[src/rtl/mips_defs.sv]
// ============================================================================
//  Module      : mips_defs (package)
//  Description : Shared MIPS datapath definitions. Holds the load-size
//                encodings used by the write-back stage and the fixed
//                register indices for link writes and the hard-wired zero.
//  Revision    : 1.0 - initial release
// ============================================================================
`default_nettype none

package mips_defs;

    // Load-size field carried down the pipe from decode.
    // Encoding 2'b11 is unused and treated as a full word.
    typedef enum logic [1:0] {
        LOAD_WORD = 2'b00,
        LOAD_HALF = 2'b01,
        LOAD_BYTE = 2'b10
    } loadSize_t;

    localparam int LINK_REG = 31;   // JAL/JALR return-address register ($ra)
    localparam int REG_ZERO = 0;    // hard-wired zero register, never written

endpackage

`default_nettype wire

[src/rtl/load_extract.sv]
// ============================================================================
//  Module      : load_extract
//  Description : Combinational sub-word load extraction. Selects the
//                addressed byte or halfword lane (little-endian) from the raw
//                memory word, sign- or zero-extends it, and flags accesses
//                whose address is not naturally aligned for their size.
//  Ports       : MemData    in  32  raw data-memory word
//                AddrLow    in  2   effective address bits [1:0]
//                LoadSize   in  2   word / half / byte (11 = word)
//                LoadSigned in  1   1 = sign-extend, 0 = zero-extend
//                Data       out 32  extracted, extended load value
//                Misaligned out 1   address not aligned to access size
//  Revision    : 1.0 - initial release
// ============================================================================
`default_nettype none

module load_extract
    import mips_defs::*;
(
    input  logic [31:0] MemData,
    input  logic [1:0]  AddrLow,
    input  logic [1:0]  LoadSize,
    input  logic        LoadSigned,
    output logic [31:0] Data,
    output logic        Misaligned
);

    logic [7:0]  w_byte;
    logic [15:0] w_half;

    // Byte lane k lives at MemData[8k+7:8k].
    always_comb begin
        w_byte = MemData[7:0];
        case (AddrLow)
            2'd0:    w_byte = MemData[7:0];
            2'd1:    w_byte = MemData[15:8];
            2'd2:    w_byte = MemData[23:16];
            default: w_byte = MemData[31:24];
        endcase
    end

    // Only AddrLow[1] picks the halfword lane; AddrLow[0] set is a misalignment.
    assign w_half = AddrLow[1] ? MemData[31:16] : MemData[15:0];

    always_comb begin
        Data       = MemData;
        Misaligned = |AddrLow;
        case (LoadSize)
            LOAD_BYTE: begin
                Data       = {{24{LoadSigned & w_byte[7]}}, w_byte};
                Misaligned = 1'b0;
            end
            LOAD_HALF: begin
                Data       = {{16{LoadSigned & w_half[15]}}, w_half};
                Misaligned = AddrLow[0];
            end
            default: begin
                // Word (and the unused 2'b11 code): full word, must be 4-byte aligned.
                Data       = MemData;
                Misaligned = |AddrLow;
            end
        endcase
    end

endmodule

`default_nettype wire

[src/rtl/writeback_stage.sv]
// ============================================================================
//  Module      : writeback_stage
//  Description : MEM/WB pipeline register and write-back select. Captures
//                the memory-stage result, extracts sub-word loads, redirects
//                link writes to $31 and qualifies the register-file write.
//                Also exports a forwarding qualifier and a retire counter.
//  Ports       : clk, rst (async, active-high)
//                Stall, Flush                         stage control
//                InValid .. InWriteReg                memory-stage fields
//                WriteReg, WriteData, RegWriteSignal  register-file write port
//                FwdValid                             bypass qualifier
//                AlignError                           held load misaligned
//                RetireCount                          departed valid instructions
//  Revision    : 1.0 - initial release
// ============================================================================
`default_nettype none

module writeback_stage #(
    parameter int DATA_W     = 32,
    parameter int REG_ADDR_W = 5,
    parameter int LINK_REG   = mips_defs::LINK_REG,
    parameter int COUNT_W    = 32
) (
    input  logic                  clk,
    input  logic                  rst,
    input  logic                  Stall,
    input  logic                  Flush,
    input  logic                  InValid,
    input  logic                  InRegWrite,
    input  logic                  InMemToReg,
    input  logic                  InLink,
    input  logic [1:0]            InLoadSize,
    input  logic                  InLoadSigned,
    input  logic [1:0]            InAddrLow,
    input  logic [DATA_W-1:0]     InAluResult,
    input  logic [DATA_W-1:0]     InMemData,
    input  logic [DATA_W-1:0]     InPcPlus4,
    input  logic [REG_ADDR_W-1:0] InWriteReg,
    output logic [REG_ADDR_W-1:0] WriteReg,
    output logic [DATA_W-1:0]     WriteData,
    output logic                  RegWriteSignal,
    output logic                  FwdValid,
    output logic                  AlignError,
    output logic [COUNT_W-1:0]    RetireCount
);

    localparam logic [REG_ADDR_W-1:0] c_LINK_IDX = REG_ADDR_W'(LINK_REG);
    localparam logic [REG_ADDR_W-1:0] c_ZERO_IDX = REG_ADDR_W'(mips_defs::REG_ZERO);

    // ------------------------------------------------------------------
    // Stage registers
    // ------------------------------------------------------------------
    logic                  r_valid;
    logic                  r_regWrite;
    logic                  r_memToReg;
    logic                  r_link;
    logic [1:0]            r_loadSize;
    logic                  r_loadSigned;
    logic [1:0]            r_addrLow;
    logic [DATA_W-1:0]     r_aluResult;
    logic [DATA_W-1:0]     r_memData;
    logic [DATA_W-1:0]     r_pcPlus4;
    logic [REG_ADDR_W-1:0] r_writeReg;
    logic [COUNT_W-1:0]    r_retireCount;

    // Flush beats Stall: a flushed slot becomes a bubble even while stalled.
    // Bubble fields are cleared so idle outputs read as zero.
    always_ff @(posedge clk or posedge rst) begin
        if (rst) begin
            r_valid      <= 1'b0;
            r_regWrite   <= 1'b0;
            r_memToReg   <= 1'b0;
            r_link       <= 1'b0;
            r_loadSize   <= 2'b00;
            r_loadSigned <= 1'b0;
            r_addrLow    <= 2'b00;
            r_aluResult  <= '0;
            r_memData    <= '0;
            r_pcPlus4    <= '0;
            r_writeReg   <= '0;
        end else if (Flush) begin
            r_valid      <= 1'b0;
            r_regWrite   <= 1'b0;
            r_memToReg   <= 1'b0;
            r_link       <= 1'b0;
            r_loadSize   <= 2'b00;
            r_loadSigned <= 1'b0;
            r_addrLow    <= 2'b00;
            r_aluResult  <= '0;
            r_memData    <= '0;
            r_pcPlus4    <= '0;
            r_writeReg   <= '0;
        end else if (!Stall) begin
            r_valid      <= InValid;
            r_regWrite   <= InRegWrite;
            r_memToReg   <= InMemToReg;
            r_link       <= InLink;
            r_loadSize   <= InLoadSize;
            r_loadSigned <= InLoadSigned;
            r_addrLow    <= InAddrLow;
            r_aluResult  <= InAluResult;
            r_memData    <= InMemData;
            r_pcPlus4    <= InPcPlus4;
            r_writeReg   <= InWriteReg;
        end
    end

    // ------------------------------------------------------------------
    // Retire counter: the held instruction departs whenever the stage is
    // not holding, or when a flush pushes it out regardless of Stall.
    // Suppressed and misaligned instructions still count as retired.
    // ------------------------------------------------------------------
    logic w_depart;
    assign w_depart = r_valid & (Flush | ~Stall);

    always_ff @(posedge clk or posedge rst) begin
        if (rst) begin
            r_retireCount <= '0;
        end else if (w_depart) begin
            r_retireCount <= r_retireCount + COUNT_W'(1);
        end
    end

    // ------------------------------------------------------------------
    // Output select / qualify (purely from stage registers)
    // ------------------------------------------------------------------
    logic [31:0]           w_loadData;
    logic                  w_misaligned;
    logic [REG_ADDR_W-1:0] w_dest;
    logic [DATA_W-1:0]     w_data;
    logic                  w_alignErr;

    load_extract u_loadExtract (
        .MemData    (r_memData),
        .AddrLow    (r_addrLow),
        .LoadSize   (r_loadSize),
        .LoadSigned (r_loadSigned),
        .Data       (w_loadData),
        .Misaligned (w_misaligned)
    );

    assign w_dest     = r_link ? c_LINK_IDX : r_writeReg;
    assign w_data     = r_link     ? r_pcPlus4  :
                        r_memToReg ? w_loadData : r_aluResult;

    // Only a real, memory-sourced instruction can raise an alignment fault.
    assign w_alignErr = r_valid & r_memToReg & w_misaligned;

    assign WriteReg       = w_dest;
    assign WriteData      = w_data;
    assign AlignError     = w_alignErr;
    assign RegWriteSignal = r_valid & (r_regWrite | r_link) & ~w_alignErr & (w_dest != c_ZERO_IDX);
    assign FwdValid       = RegWriteSignal;
    assign RetireCount    = r_retireCount;

endmodule

`default_nettype wire

[config.mk]
export PLATFORM = sky130hd
export DESIGN_NAME = writeback_stage
export DESIGN_NICKNAME = d
export VERILOG_FILES = /design/src/rtl/mips_defs.sv /design/src/rtl/load_extract.sv /design/src/rtl/writeback_stage.sv
export SDC_FILE = /design/constraint.sdc
export NUM_CORES = 1
export LEC_CHECK = 0
export ABC_AREA = 1
export CORE_UTILIZATION = 54
export CTS_CLUSTER_DIAMETER = 100
export DETAILED_ROUTE_END_ITERATION = 12
export PLACE_DENSITY_LB_ADDON = 0.1
export SYNTH_ARGS = -nofsm -noshare
export SYNTH_HDL_FRONTEND = slang
export SYNTH_HIERARCHICAL = 1
export SYNTH_SLANG_ARGS = --single-unit
[constraint.sdc]
create_clock -name clk -period 12.4 [get_ports clk]
set_input_delay 3.72 -clock clk [delete_from_list [all_inputs] [get_ports clk]]
set_output_delay 3.72 -clock clk [all_outputs]
set_load 0.01 [all_outputs]
==> results.py, run 1 <==
metrics = {
    "worst_setup_path": {
        "cp-end-kind": "primary output",
        "timing.rr.end": "RetireCount[29]$_DFFE_PP0P_",
        "crit_path_top_delay_cell": "ha_1",
        "rr_startpoint": "r_valid$_DFFE_PP0N_",
        "cp_cell_sequence": "inv_1, ha_1, clkinv_1, nand2_1, o21bai_4, nand2_1, a21oi_1, a22oi_1, clkdlybuf4s50_1",
        "worst-path-max-fanout": 28,
        "critPathKind": "register to primary output",
        "reg2regPathDepth": 7,
        "critPathMaxStageDelay_ns": 0.81,
        "critPathMostFrequentCell": "nand2_1",
        "arrival_ns": 3.70,
        "regToRegSetupSlack_ns": 10.71,
        "cp_data_required_time_ns": 8.68,
        "start_kind": "register",
        "endpoint": "WriteData[28]",
        "worstSetupStartpoint": "r_loadSize[0]$_DFFE_PP0N_",
    },
    "timing": {
        "period_needed_ns": 7.42,
        "rsz0062_at_grt": "no",
        "relSlewSlack": 0.224,
        "period_share": 0.598,
        "tns_ns": 0,
        "slew_viol_final": 0,
        "final.setup_skew_ns": 0.00488,
        "hold_viol": 0,
        "tightest_slew_ns": 1.16,
        "fmax_ghz": 0.135,
        "setup_viol": 0,
    },
    "layout": {
        "areaGrowthSynthToFinish_pct": 32.9,
        "finalNonFillerCells": 1334,
        "drive_gt1_frac": 0.0484,
        "fin_nets": 1261,
    },
    "clock_network": {
        "cts-root-buf": "clkbuf_16",
        "clk_latency_ns": 0.42,
        "cts_tree": "yes",
        "holdBufCountCts": 0,
        "cts_setup_buffers": 0,
        "cts_buffers": 17,
        "clk_pin_slew_ns": 0.06,
        "htreeDepth": 4,
        "post_cts_resized": 0,
        "clock_sinks": 142,
        "cts.path.max_buffers": 2,
    },
    "synthesis": {
        "synth_edf_count": 0,
        "syn-instance-count": 995,
        "synth-main-ff-cell": "dfrtp_1",
        "synth_most_common_cell": "nand2_1",
        "synthTopCellsByCount": "nand2_1, nor2_1, dfrtp_1, o21ai_0, inv_1",
        "synth_top_area_cell": "dfrtp_1",
        "synth.yosys.seq_area_share": 0.475,
        "yosysTopAreaCellShare": 0.475,
        "syn_nets": 1112,
        "synthTopCellsByArea": "dfrtp_1, nand2_1, nor2_1",
        "syn_area_per_cell_um2": 7.52,
        "synth_warnings": 6,
        "synth_cell_types": 30,
        "netlist_area_um2": 7480,
        "synthArstFlopShare": 1.00,
        "ys_seq_elements": 142,
    },
    "global_route": {
        "grt_max_degree": 81,
        "grt_remaining_overflow": 0,
        "grt_pass1_vias": 7056,
        "grt_pass1_wl_um": 35400,
        "antenna_found_initial": 1,
        "grt.total_usage": 0.323,
    },
    "drt": {
        "wire_per_inst_um": 16.8,
        "via_count": 7334,
        "drtPass1Iterations": 5,
        "ant_nets": 0,
        "drt_iter0_drc": 625,
        "drc": 0,
        "drt-vias-per-instance": 5.50,
        "wirelength_um": 22400,
    },
    "floorplanning": {
        "ios": 186,
        "dieArea_um2": 14300,
        "dieHeight_um": 120,
        "core-area_um2": 13400,
        "start_util": 0.558,
        "rows": 42,
        "fp.dieW_um": 120,
    },
    "placed_design": {
        "dp_hpwl_um": 14900,
        "gp_congestion": 0.880,
        "port_buffers": 185,
        "placed_cells": 1301,
    },
    "pwr": {
        "p_per_area_nw_per_um2": 130,
        "ir_drop_uv": 119,
        "leakage_nw": 4.54,
    },
    "run": {
        "cap_viol_max_count": 0,
    },
    "run_status": {
        "status": "finished, final reports clean",
    },
    "min_path": {
        "min_path_type": "register to register",
    },
}
==> registers in the layout (all words and copies together) (netlist names) <==
| register | flops |
|---|---|
| r_aluResult | 32 |
| r_loadSigned | 1 |
| r_link | 1 |
| RetireCount | 32 |
| r_regWrite | 1 |
| r_valid | 1 |
| r_memToReg | 1 |
| r_writeReg | 5 |
| r_loadSize | 2 |
| r_addrLow | 2 |
| r_memData | 32 |
| r_pcPlus4 | 32 |
==> worst max-delay path, delay by kind of cell (launching register included) <==
family	cells	cell delay [ns]
and+or+nand+nor	2	0.32
adders and majority gates	1	0.81
AOI/OAI and AO/OA	3	0.55
DFF	1	0.37
buffers and inverters	3	1.24
==> cell families after synthesis <==
logic type | synth area share
DFF | 0.475
buffers and inverters | 0.0778
adders and majority gates | 0.00502
xor gates and xnor gates | 0.0152
and+or+nand+nor | 0.266
AOI/OAI and AO/OA | 0.160
==> routing by layer <==
metal	wire length (um)	vias to the layer above	track usage
li1	-	3508	-
met1	8890	3491	0.384
met2	11100	277	0.539
met3	1500	58	0.0846
met4	980	0	0.166
met5	0	-	0
==> power breakdown <==
group,switching [mW],internal [mW],total (mW)
combinational,0.116,0.107,0.223
sequential,0.0262,0.493,0.519
clock,0.194,0.351,0.545
==> worst min-delay path by stage <==
stage                     cells after the start                          end  slack [ns]                   startpoint
after CTS                                     2  RetireCount[31]$_DFFE_PP0P_        0.50  RetireCount[31]$_DFFE_PP0P_
after global routing                          2  r_aluResult[10]$_DFFE_PP0N_        0.54  r_aluResult[10]$_DFFE_PP0N_
after floorplan                               2     r_memData[0]$_DFFE_PP0N_        0.48     r_memData[0]$_DFFE_PP0N_
after detailed placement                      2  RetireCount[31]$_DFFE_PP0P_        0.49  RetireCount[31]$_DFFE_PP0P_
after global placement                        2  RetireCount[31]$_DFFE_PP0P_        0.48  RetireCount[31]$_DFFE_PP0P_
final                                         2  RetireCount[31]$_DFFE_PP0P_        0.50  RetireCount[31]$_DFFE_PP0P_
==> final cells by class <==
cell class	instances	area [um2]
Antenna cell	1	2.50
Clock buffer	21	470
Clock inverter	11	163
Fill cell	1084	3460
Inverter	75	288
Multi-Input combinational cell	716	3340
Sequential cell	142	3550
Tap cell	176	220
Timing Repair Buffer	192	1900
==> metrics by stage <==
step / util / area [um2] / hold slack (ns) / total power [mW] / worst slack [ns]
finish: 0.742 / 9940 / 0.502 / 1.29 / 4.98
global route: 0.742 / 9940 / 0.540 / 1.34 / 4.66
CTS: 0.742 / 9940 / 0.504 / 1.29 / 4.99
detailed placement: 0.694 / 9310 / 0.486 / 0.747 / 5.45
global placement: 0.694 / 9310 / 0.478 / 0.744 / 5.63
floorplan: - / 7480 / 0.481 / 0.637 / 4.87
==> cell usage in the layout (no fill, tap or decap), types with 17 or more instances in the layout <==
cell type        count
o21ai_0            127
nand2_1            215
clkbuf_16           17
nor2_1             187
a22oi_1             32
nand3_1             51
a21oi_1             53
dfrtp_1            141
clkdlybuf4s50_1    184
inv_1               70
Power figures use the tool's default switching activity.
==> run 2, diff against run 1 <==
CORE_UTILIZATION = 45   (was 54)
clock period = 6.6 ns   (was 12.4 ns; I/O delays follow)
==> run 2 against run 1 <==
  * Sequential power increased by 88%
  * Wire length increased by 2.9%
  * Utilization decreased by 12 points
  * Largest power group is now sequential cells
  * Highest routed layer unchanged
==> results.py, run 2 (synthesized netlist as in run 1, its figures left out) <==
metrics = {
    "run_status": {
        "status": "finished, final reports clean",
    },
    "clock_network": {
        "clk_latency_ns": 0.43,
        "cts.path.max_buffers": 2,
        "post_cts_resized": 0,
        "cts_tree": "yes",
        "htreeDepth": 4,
        "cts_buffers": 17,
        "cts-root-buf": "clkbuf_16",
        "clk_pin_slew_ns": 0.06,
        "holdBufCountCts": 0,
        "cts_setup_buffers": 0,
        "clock_sinks": 142,
    },
    "worst_setup_path": {
        "critPathMostFrequentCell": "nand2_1",
        "critPathMaxStageDelay_ns": 0.52,
        "cp_num_cells": 10,
        "cp_data_required_time_ns": 4.62,
        "reg2regPathDepth": 7,
        "start_kind": "register",
        "worst-path-max-fanout": 28,
        "worst-path-buf-inv": 4,
        "cp_cell_sequence": "inv_1, ha_1, buf_4, clkinv_1, nand2_1, o21bai_4, nand2_1, a21oi_1, a22oi_1, clkdlybuf4s50_1",
        "arrival_ns": 3.17,
        "crit_family": "buffers and inverters",
        "cp-end-kind": "primary output",
        "critPathKind": "register to primary output",
        "crit_path_top_delay_cell": "clkdlybuf4s50_1",
    },
    "drt": {
        "ant_nets": 0,
        "via_count": 7177,
        "drc": 0,
        "drt-vias-per-instance": 5.21,
        "drt_iter0_drc": 568,
        "drtPass1Iterations": 5,
        "wire_per_inst_um": 16.8,
        "wirelength_um": 23100,
    },
    "floorplanning": {
        "dieHeight_um": 131,
        "dieArea_um2": 17100,
        "core-area_um2": 16100,
        "start_util": 0.466,
        "fp.dieW_um": 131,
        "ios": 186,
        "rows": 46,
    },
    "timing": {
        "fmax_ghz": 0.194,
        "tightest_slew_ns": 1.14,
        "setup_viol": 0,
        "fin_ws_ns": 1.45,
        "tns_ns": 0,
        "finalHoldWorstSlack_ns": 0.485,
        "rsz0062_at_grt": "no",
        "final.setup_skew_ns": 0.00381,
        "hold_viol": 0,
        "period_needed_ns": 5.15,
        "slew_viol_final": 0,
        "relSlewSlack": 0.239,
        "period_share": 0.781,
    },
    "global_route": {
        "antenna_found_initial": 1,
        "grt_max_degree": 67,
        "grt.total_usage": 0.278,
        "grt_pass1_wl_um": 35700,
        "grt_pass1_vias": 6816,
        "grt_remaining_overflow": 0,
    },
    "min_path": {
        "min_path_type": "register to register",
        "hold_path_depth": 2,
    },
    "run": {
        "cap_viol_max_count": 0,
    },
    "placed_design": {
        "port_buffers": 185,
        "gp_congestion": 0.919,
        "dp_hpwl_um": 15900,
        "place_ws_ns": 1.93,
    },
    "layout": {
        "mostFrequentLayoutCells": "nand2_1, nor2_1, clkdlybuf4s50_1, dfrtp_1, o21ai_0",
        "fin_util": 0.620,
        "fin_nets": 1264,
        "areaGrowthSynthToFinish_pct": 33.2,
        "final_common_cell": "nand2_1",
        "drive_gt1_frac": 0.0517,
    },
    "pwr": {
        "ir_drop_uv": 194,
        "p_per_area_nw_per_um2": 236,
        "total_power_mw": 2.35,
        "leakage_nw": 4.52,
    },
}
-- run 2: per-stage QoR --
step                cells  instance area, um2
floorplan             995                7480
global placement     1344                9380
detailed placement   1344                9380
CTS                  1376                9960
global route         1377                9960
finish               1377                9960
-- run 2: path summary, 6_finish.rpt --
check	from	to	slack [ns]
min in group asynchronous	rst	RetireCount[30]$_DFFE_PP0P_	2.02
worst max-delay path	r_loadSize[0]$_DFFE_PP0N_	WriteData[28]	1.45
worst min-delay path	RetireCount[31]$_DFFE_PP0P_	RetireCount[31]$_DFFE_PP0P_	0.49
worst min register to register	RetireCount[31]$_DFFE_PP0P_	RetireCount[31]$_DFFE_PP0P_	0.49
max in group asynchronous	rst	r_link$_DFFE_PP0N_	3.54
worst max register to register	r_valid$_DFFE_PP0N_	RetireCount[25]$_DFFE_PP0P_	4.95
-- run 2: final cells by class --
class,count,area (um2)
multi-input cells,716,3340
repair buffers,195,1920
well taps,216,270
clock buffers,18,439
inverters,75,288
diodes,1,2.50
clock inverters,14,143
flip-flops and latches,142,3550
fillers,1466,6090
-- run 2: report_power, final --
group          total, mW  internal (mW)  switching [mW]
logic              0.421          0.202           0.219
clock network      0.954          0.564           0.390
registers          0.978          0.926          0.0517
total               2.35           1.69           0.660
-- run 2: layer usage --
metal / track usage / vias to the layer above / wire (um)
met5: 0 / - / 0
met4: 0.106 / 0 / 629
met3: 0.0729 / 37 / 1480
met2: 0.468 / 241 / 11400
met1: 0.341 / 3385 / 9610
li1: - / 3514 / -
-- run 2: worst min-delay path, cell delays in order (launching register included) --
cell,delay [ns]
dfrtp_1,0.36
nand2_1,0.06
nand2_1,0.04
==> run 3, diff against run 2 <==
clock period = 4.65 ns   (was 6.6 ns; I/O delays follow)
==> run 3 against run 2 <==
  * Final area rose by 0.51%
  * Wire length fell by 1.2%
  * Clock-buffer cell count fell by 1
  * Critical path depth fell by 2
  * Largest cell class unchanged
  * Worst hold slack improved by 0.0061 ns
==> results.py, run 3 (synthesized netlist as in run 1, its figures left out) <==
metrics = {
    "floorplanning": {
        "dieArea_um2": 17100,
        "fp.dieW_um": 131,
        "rows": 46,
        "ios": 186,
        "start_util": 0.466,
        "core-area_um2": 16100,
        "dieHeight_um": 131,
    },
    "timing": {
        "fin_ws_ns": 0.428,
        "slew_viol_final": 0,
        "hold_viol": 0,
        "period_share": 0.908,
        "relSlewSlack": 0.333,
        "final.setup_skew_ns": 0.00961,
        "tightest_slew_ns": 1.00,
        "setup_viol": 0,
        "period_needed_ns": 4.22,
        "rsz0062_at_grt": "no",
        "fmax_ghz": 0.237,
        "tns_ns": 0,
    },
    "clock_network": {
        "clk_latency_ns": 0.43,
        "htreeDepth": 4,
        "cts_tree": "yes",
        "clk_pin_slew_ns": 0.06,
        "holdBufCountCts": 0,
        "cts.path.max_buffers": 2,
        "post_cts_resized": 0,
        "cts_setup_buffers": 0,
        "cts_buffers": 17,
        "clock_sinks": 142,
        "cts-root-buf": "clkbuf_16",
    },
    "drt": {
        "drtPass1Iterations": 5,
        "drt_iter0_drc": 373,
        "drt-vias-per-instance": 5.18,
        "ant_nets": 0,
        "via_count": 7172,
        "wirelength_um": 22800,
        "wire_per_inst_um": 16.5,
        "drc": 0,
    },
    "layout": {
        "fin_nets": 1270,
        "final_common_cell": "nand2_1",
        "areaGrowthSynthToFinish_pct": 33.9,
        "mostFrequentLayoutCells": "nand2_1, nor2_1, clkdlybuf4s50_1, dfrtp_1, o21ai_0",
        "fin_area_um2": 10000,
        "drive_gt1_frac": 0.0566,
    },
    "placed_design": {
        "dp_hpwl_um": 16000,
        "port_buffers": 185,
        "gp_congestion": 0.855,
        "dpl-instance-area_um2": 9440,
        "place_ws_ns": 0.869,
    },
    "global_route": {
        "antenna_found_initial": 2,
        "grt.total_usage": 0.278,
        "grt_max_degree": 111,
        "grt_pass1_wl_um": 35800,
        "grt_remaining_overflow": 0,
        "grt_pass1_vias": 6991,
    },
    "run": {
        "cap_viol_max_count": 0,
    },
    "worst_setup_path": {
        "critPathKind": "register to primary output",
        "cp_data_required_time_ns": 3.25,
        "rr_startpoint": "r_valid$_DFFE_PP0N_",
        "cp-end-kind": "primary output",
        "worstSetupStartpoint": "r_loadSize[1]$_DFFE_PP0N_",
        "arrival_ns": 2.83,
        "start_kind": "register",
        "worst-path-max-fanout": 16,
    },
    "pwr": {
        "total_power_mw": 3.33,
        "p_per_area_nw_per_um2": 333,
        "leakage_nw": 4.57,
        "ir_drop_uv": 324,
    },
    "run_status": {
        "status": "finished, final reports clean",
    },
    "min_path": {
        "min_path_type": "register to register",
        "min-delay-start": "RetireCount[31]$_DFFE_PP0P_",
    },
}
==> run 3: cell count changes in the layout (fill, tap and decap cells not counted) <==
cell,previous run,this run
bufinv_16,2,1
inv_8,0,2
inv_6,2,7
clkinv_4,1,2
diode_2,1,2
buf_4,10,15
clkinvlp_4,6,2
buf_12,0,1
clkinv_2,5,3
clkbuf_8,1,0
==> run 3: report_power, final <==
part	total, mW	internal [mW]	switching, mW
registers	1.38	1.31	0.0662
logic	0.611	0.293	0.319
clock network	1.34	0.754	0.584
==> run 3: layout make-up <==
class | count | area [um2]
Clock buffer | 17 | 425
Timing Repair Buffer | 201 | 1980
Clock inverter | 15 | 149
Multi-Input combinational cell | 716 | 3340
Sequential cell | 142 | 3550
Inverter | 75 | 287
Tap cell | 216 | 270
Antenna cell | 2 | 5.00
Fill cell | 1458 | 6040
==> run 3: worst paths after layout <==
| kind | endpoint | slack [ns] | cells past startpoint |
|---|---|---|---|
| worst max-delay path | WriteData[20] | 0.43 | 8 |
| worst min-delay path | RetireCount[31]$_DFFE_PP0P_ | 0.49 | 2 |
| worst max register to register | RetireCount[25]$_DFFE_PP0P_ | 2.99 | 7 |
| worst min register to register | RetireCount[31]$_DFFE_PP0P_ | 0.49 | 2 |
| max in group asynchronous | RetireCount[23]$_DFFE_PP0P_ | 2.43 | 3 |
| min in group asynchronous | r_writeReg[2]$_DFFE_PP0N_ | 1.46 | 2 |
==> run 3: worst max-delay path, stage by stage (launching register included) <==
cell	delay [ns]
dfrtp_1	0.39
inv_1	0.06
ha_1	0.40
a21boi_1	0.35
o21bai_4	0.20
nand2_1	0.10
a21oi_1	0.10
a22oi_1	0.23
clkdlybuf4s50_1	0.58
==> run 3: per-layer routing <==
metal	global-route usage	wire [um]	part of all wire
met5	0	0	0
met4	0.0967	433	0.019
met3	0.0757	1450	0.063
met2	0.478	11400	0.50
met1	0.333	9510	0.42
==> run 3: through the flow <==
step	util	hold slack (ns)	cells
finish	0.624	0.491	1384
global route	0.624	0.530	1384
CTS	0.623	0.495	1382
detailed placement	0.588	0.479	1350
global placement	0.588	0.471	1350
floorplan	-	0.481	995
